===== config.mk =====
export PLATFORM = sky130hd
export DESIGN_NAME = bcd_share_arb_flat
export DESIGN_NICKNAME = d
export VERILOG_FILES = /design/src/rtl/bcd_share_arb_if.sv /design/src/rtl/bcd_share_arb.sv /design/src/flat_wrapper.sv
export SDC_FILE = /design/constraint.sdc
export NUM_CORES = 1
export LEC_CHECK = 0
export BUFFER_PORTS_ARGS = -buffer_cell sky130_fd_sc_hd__buf_2
export CAP_MARGIN = 40
export CELL_PAD_IN_SITES_DETAIL_PLACEMENT = 0
export CELL_PAD_IN_SITES_GLOBAL_PLACEMENT = 2
export CORE_MARGIN = 2
export CORE_UTILIZATION = 33
export DETAILED_ROUTE_END_ITERATION = 7
export PLACE_DENSITY = 0.88
export RECOVER_POWER = 25
export SLEW_MARGIN = 5
export SYNTH_ARGS = -nofsm -noshare
export SYNTH_HDL_FRONTEND = slang
export SYNTH_SLANG_ARGS = --single-unit

===== constraint.sdc =====
create_clock -name clk -period 12.3 [get_ports clk]
set_clock_uncertainty 0.2 [all_clocks]
set_input_delay 1.845 -clock clk [delete_from_list [all_inputs] [get_ports clk]]
set_output_delay 1.845 -clock clk [all_outputs]
set_load 0.05 [all_outputs]

===== src/rtl/bcd_share_arb_if.sv =====
// Handshake and converter bus between the calendar requesters, the shared
// binary-to-BCD converter and the bcd_share_arb sequencer.
interface bcd_share_arb_if #(
  parameter int NUM_REQ = 6,
  parameter int ID_W    = 3
);
  logic [NUM_REQ-1:0]   req;
  logic [NUM_REQ*8-1:0] bin_data;
  logic [NUM_REQ-1:0]   ack;
  logic                 busy;
  logic [7:0]           conv_bin;
  logic [3:0]           conv_hundreds;
  logic [3:0]           conv_tens;
  logic [3:0]           conv_ones;
  logic [11:0]          bcd_out;
  logic [ID_W-1:0]      bcd_id;
  logic                 bcd_valid;

  // master: requesters plus the external converter; slave: the arbiter
  modport master (
    output req, bin_data, conv_hundreds, conv_tens, conv_ones,
    input  ack, busy, conv_bin, bcd_out, bcd_id, bcd_valid
  );

  modport slave (
    input  req, bin_data, conv_hundreds, conv_tens, conv_ones,
    output ack, busy, conv_bin, bcd_out, bcd_id, bcd_valid
  );
endinterface


===== src/rtl/bcd_share_arb.sv =====
// Round-robin sequencer sharing one combinational binary-to-BCD converter
// among calendar field requesters; one conversion every three cycles.
//
// state | meaning
// IDLE  | waiting for any req; grants winner and registers its operand
// CONV  | converter settling on conv_bin; result and owner captured
// DONE  | bcd_valid and ack[sel] pulse for this single cycle
module bcd_share_arb #(
  parameter int NUM_REQ = 6,
  parameter int ID_W    = 3
) (
  input  logic              clk,
  input  logic              rst_n,
  bcd_share_arb_if.slave    bus
);

  typedef enum logic [1:0] {IDLE, CONV, DONE} state_t;

  localparam logic [ID_W-1:0] LAST_RST = ID_W'(NUM_REQ - 1);

  state_t               state_q, state_d;
  logic [ID_W-1:0]      sel_q, sel_d;
  logic [ID_W-1:0]      last_q, last_d;
  logic [7:0]           conv_bin_q, conv_bin_d;
  logic [11:0]          bcd_out_q, bcd_out_d;
  logic [ID_W-1:0]      bcd_id_q, bcd_id_d;
  logic                 bcd_valid_q, bcd_valid_d;
  logic                 busy_q, busy_d;
  logic [NUM_REQ-1:0]   ack_q, ack_d;
  logic [ID_W-1:0]      win;
  logic                 found;

  // search starts just after the last served requester and wraps
  always_comb begin
    found = 1'b0;
    win   = '0;
    for (int i = 1; i <= NUM_REQ; i++) begin
      if (!found && bus.req[(int'(last_q) + i) % NUM_REQ]) begin
        found = 1'b1;
        win   = ID_W'((int'(last_q) + i) % NUM_REQ);
      end
    end
  end

  always_comb begin
    state_d     = state_q;
    sel_d       = sel_q;
    last_d      = last_q;
    conv_bin_d  = conv_bin_q;
    bcd_out_d   = bcd_out_q;
    bcd_id_d    = bcd_id_q;
    bcd_valid_d = 1'b0;
    ack_d       = '0;
    unique case (state_q)
      IDLE: begin
        if (found) begin
          state_d    = CONV;
          sel_d      = win;
          conv_bin_d = bus.bin_data[int'(win)*8 +: 8];
        end
      end
      CONV: begin
        bcd_out_d   = {bus.conv_hundreds, bus.conv_tens, bus.conv_ones};
        bcd_id_d    = sel_q;
        last_d      = sel_q;
        bcd_valid_d = 1'b1;
        ack_d       = NUM_REQ'(1) << sel_q;
        state_d     = DONE;
      end
      DONE:    state_d = IDLE;
      default: state_d = IDLE;
    endcase
    busy_d = (state_d != IDLE);
  end

  always_ff @(posedge clk or negedge rst_n) begin
    if (!rst_n) begin
      state_q     <= IDLE;
      sel_q       <= '0;
      last_q      <= LAST_RST;
      conv_bin_q  <= '0;
      bcd_out_q   <= '0;
      bcd_id_q    <= '0;
      bcd_valid_q <= 1'b0;
      busy_q      <= 1'b0;
      ack_q       <= '0;
    end else begin
      state_q     <= state_d;
      sel_q       <= sel_d;
      last_q      <= last_d;
      conv_bin_q  <= conv_bin_d;
      bcd_out_q   <= bcd_out_d;
      bcd_id_q    <= bcd_id_d;
      bcd_valid_q <= bcd_valid_d;
      busy_q      <= busy_d;
      ack_q       <= ack_d;
    end
  end

  assign bus.conv_bin  = conv_bin_q;
  assign bus.bcd_out   = bcd_out_q;
  assign bus.bcd_id    = bcd_id_q;
  assign bus.bcd_valid = bcd_valid_q;
  assign bus.busy      = busy_q;
  assign bus.ack       = ack_q;

endmodule

===== src/flat_wrapper.sv =====
// flat-port wrapper written by rule: the top's interface ports become plain ports
module bcd_share_arb_flat 
#(
  parameter int NUM_REQ = 6,
  parameter int ID_W    = 3
)
  (clk, rst_n, bus_req, bus_bin_data, bus_conv_hundreds, bus_conv_tens, bus_conv_ones, bus_ack, bus_busy, bus_conv_bin, bus_bcd_out, bus_bcd_id, bus_bcd_valid);
  bcd_share_arb_if #(.NUM_REQ(NUM_REQ), .ID_W(ID_W)) bus_i ();
  input  logic clk;
  input  logic rst_n;
  input wire logic [$bits(bus_i.req)-1:0] bus_req;
  input wire logic [$bits(bus_i.bin_data)-1:0] bus_bin_data;
  input wire logic [$bits(bus_i.conv_hundreds)-1:0] bus_conv_hundreds;
  input wire logic [$bits(bus_i.conv_tens)-1:0] bus_conv_tens;
  input wire logic [$bits(bus_i.conv_ones)-1:0] bus_conv_ones;
  output wire logic [$bits(bus_i.ack)-1:0] bus_ack;
  output wire logic [$bits(bus_i.busy)-1:0] bus_busy;
  output wire logic [$bits(bus_i.conv_bin)-1:0] bus_conv_bin;
  output wire logic [$bits(bus_i.bcd_out)-1:0] bus_bcd_out;
  output wire logic [$bits(bus_i.bcd_id)-1:0] bus_bcd_id;
  output wire logic [$bits(bus_i.bcd_valid)-1:0] bus_bcd_valid;
  assign bus_i.req = bus_req;
  assign bus_i.bin_data = bus_bin_data;
  assign bus_i.conv_hundreds = bus_conv_hundreds;
  assign bus_i.conv_tens = bus_conv_tens;
  assign bus_i.conv_ones = bus_conv_ones;
  assign bus_ack = bus_i.ack;
  assign bus_busy = bus_i.busy;
  assign bus_conv_bin = bus_i.conv_bin;
  assign bus_bcd_out = bus_i.bcd_out;
  assign bus_bcd_id = bus_i.bcd_id;
  assign bus_bcd_valid = bus_i.bcd_valid;
  bcd_share_arb #(.NUM_REQ(NUM_REQ), .ID_W(ID_W)) u_core (.clk(clk), .rst_n(rst_n), .bus(bus_i));
endmodule

==> results.txt <==
Critical Path AT - 4.69 ns
ant diodes - 0
number of flops mapped to enable cells by yosys - 0
Netlist cell types - 70
Initial Utilization - 34.1%
dpl hpwl - 6.88 mm
CTS tree - done
drt wl/cell - 17.1 um
clk sinks - 37
TritonCTS buffer count - 5
post-synthesis cell area - 3170 sq um
Slew Limit Fails - 38
Syn Inst Count - 343
clk slew on worst S/H paths - 0.08 ns
core area - 9280 sq um
die width - 102 um
actual slew at the worst max-slew pin - 2.01 ns
Min Clock Period, post-route - 4.73 ns
MaxCap Viol Count - 1
Yosys warning count - 0
die height - 102 um
Max clock buf depth - 2
R2R depth - 14
area grow syn2layout - 20.6%
Worst EP required - 12.26 ns
relative slew slack - -33.9%
post-cts hold buffer count - 0
Vias - 3041
cts repair resizes - 0
commonest cells after routing, fill and taps aside - 97 x buf_2, 50 x nand2_1, 35 x dfrtp_1
first-pass GRT wire length - 14.5 mm
CP max FO - 49
worst r2r src - u_core.last_q[0]
I/O Pins - 99
slack of the worst reg-to-reg path - 7.57 ns
RSZ-0062 raised after global routing - false
Synth Flop Type - dfrtp_1
Placer Congestion - 0.861
Syn Area/Cell - 9.24 sq um
hold_sp - u_core.bus.bcd_id[2]
crit start category - flop
worst hold endpoint - u_core.bus.bcd_id[2]
vias in the first global route - 2905
postcts setup bufs - 0
violated checks - capacitance limit, slew limit
die area - 10400 sq um
Tcrit/Tclk final - 38.5%
vias per cell - 5.51
nets - 500
setup_tns - 0 ns
Final setup viols - 0
worst-skew pair later-pin latency - 0.29 ns
Hold Vio Cnt, Final - 0
port bufs - 98
WL final - 9.42 mm
antenna violations before repair - 0
status - finished, violations left
DRC - 0
DR pass1 iterations - 4
worst setup path category - flop to flop
# rows - 35
fraction of registers with async set/reset - 100%
syn nets - 421
total gr overflow - 0
GRT Total Usage - 17.7%
largest net degree at the start of global routing - 50
H-tree depth - 2
WHS Path Cells - 2
Yosys reg bits - 37
share of cells above drive strength 1 - 33.8%
crit end category - flop
post-route ant nets - 0
f_max - 211 MHz
DRT iter0 DRCs - 190
most common cell after layout, fill and taps aside - buf_2
Hold WC Path Type - flop to flop
sequential area share after synthesis - 29.3%
clock root cell - clkbuf_8
Worst R2R End - u_core.bus.conv_bin[2]
flip-flops by register name (all words and copies together) (netlist names):
name and count:
u_core.bus.ack 6, u_core.bus.bcd_id 3, u_core.bus.bcd_out 12, u_core.bus.bcd_valid 1, u_core.bus.busy 1, u_core.bus.conv_bin 8, u_core.last_q 2, u_core.sel_q 3
u_core.state_q 1
how the worst max path moves through the flow:
stage	slack (ns)	endpoint	from	cells past startpoint
floorplan	8.09	u_core.bus.conv_bin[0]	bus_req[1]	10
global placement	7.57	u_core.bus.conv_bin[2]	bus_req[0]	10
detailed placement	7.47	u_core.bus.conv_bin[4]	bus_req[0]	10
CTS	7.58	u_core.bus.conv_bin[4]	u_core.last_q[0]	14
global route	7.29	u_core.bus.conv_bin[1]	u_core.last_q[0]	14
finish	7.57	u_core.bus.conv_bin[2]	u_core.last_q[0]	14
layer usage:
metal	routed length, um	vias to the layer above	GRT usage [%]
met2	4580	86	29.0
met3	478	13	3.63
met1	4200	1461	23.5
met5	0	-	0
li1	-	1481	-
met4	158	0	5.33
worst max-delay path, stage by stage, from the launching register on:
cell	delay [ns]
dfstp_2	0.89
inv_1	0.16
ha_1	0.26
xor2_2	0.28
inv_1	0.13
ha_1	0.30
nor2b_1	0.20
a211oi_1	0.10
o21a_1	0.23
a2111o_1	0.47
o32ai_4	0.28
buf_4	0.45
nor4b_1	0.11
o2111ai_1	0.36
a41oi_2	0.16
Yosys cell counts, types with 2 or more instances:
cell / number / share of area [%]
nand2_1: 50 / 5.9
dfrtp_1: 35 / 28
nor4b_1: 26 / 7.2
o31a_1: 25 / 6.9
nor2_1: 15 / 1.8
clkbuf_1: 13 / 1.5
o21ai_0: 12 / 1.9
a21oi_1: 10 / 1.6
ha_1: 10 / 3.9
buf_2: 9 / 1.4
inv_1: 9 / 1.1
o22ai_1: 9 / 1.8
a41oi_2: 8 / 4.1
o2111ai_1: 8 / 2.2
o21ai_1: 7 / 1.1
a211oi_1: 5 / 1.2
mux2i_1: 5 / 1.6
nor2b_1: 5 / 0.99
nor3_1: 5 / 0.79
buf_6: 4 / 1.4
nand3_1: 4 / 0.63
and2_1: 3 / 0.59
mux2_1: 3 / 1.1
mux2_2: 3 / 1.1
nand2b_1: 3 / 0.59
nor4_1: 3 / 0.59
o2bb2ai_1: 3 / 0.83
a21oi_2: 2 / 0.55
a32oi_1: 2 / 0.55
and4_1: 2 / 0.55
buf_1: 2 / 0.24
dfstp_2: 2 / 1.7
inv_2: 2 / 0.24
mux4_2: 2 / 1.4
nand3b_1: 2 / 0.47
cell families after synthesis:
kind of cell,after synthesis,synth area share [%]
adders and majority gates,10,3.95
and+or+nand+nor,127,22.5
buffers and inverters,41,6.32
muxes,16,6.87
DFF,37,29.3
AOI/OAI and AO/OA,109,29.7
xor gates and xnor gates,3,1.30
stage by stage:
step	util (%)	worst slack, ns	hold slack [ns]	instance area (sq um)	instances
after CTS	41.2	7.58	0.284	3820	552
after detailed placement	39.9	7.47	0.259	3700	544
after floorplan	-	8.09	0.277	3170	343
after global placement	39.9	7.57	0.252	3700	544
after global routing	41.2	7.29	0.297	3820	552
final	41.2	7.57	0.280	3820	552
layout make-up:
class	instances	area, sq um
sequential	37	928
inverter	11	41.3
multi-input combinational	265	2050
clock inverter	2	37.5
tap	129	161
fill	980	5460
timing repair buffer	102	519
clock buffer	6	82.6
Power is left out: the tool's default activity adds up to more than one toggle a clock period on the data nets, which glitch-free logic cannot reach.
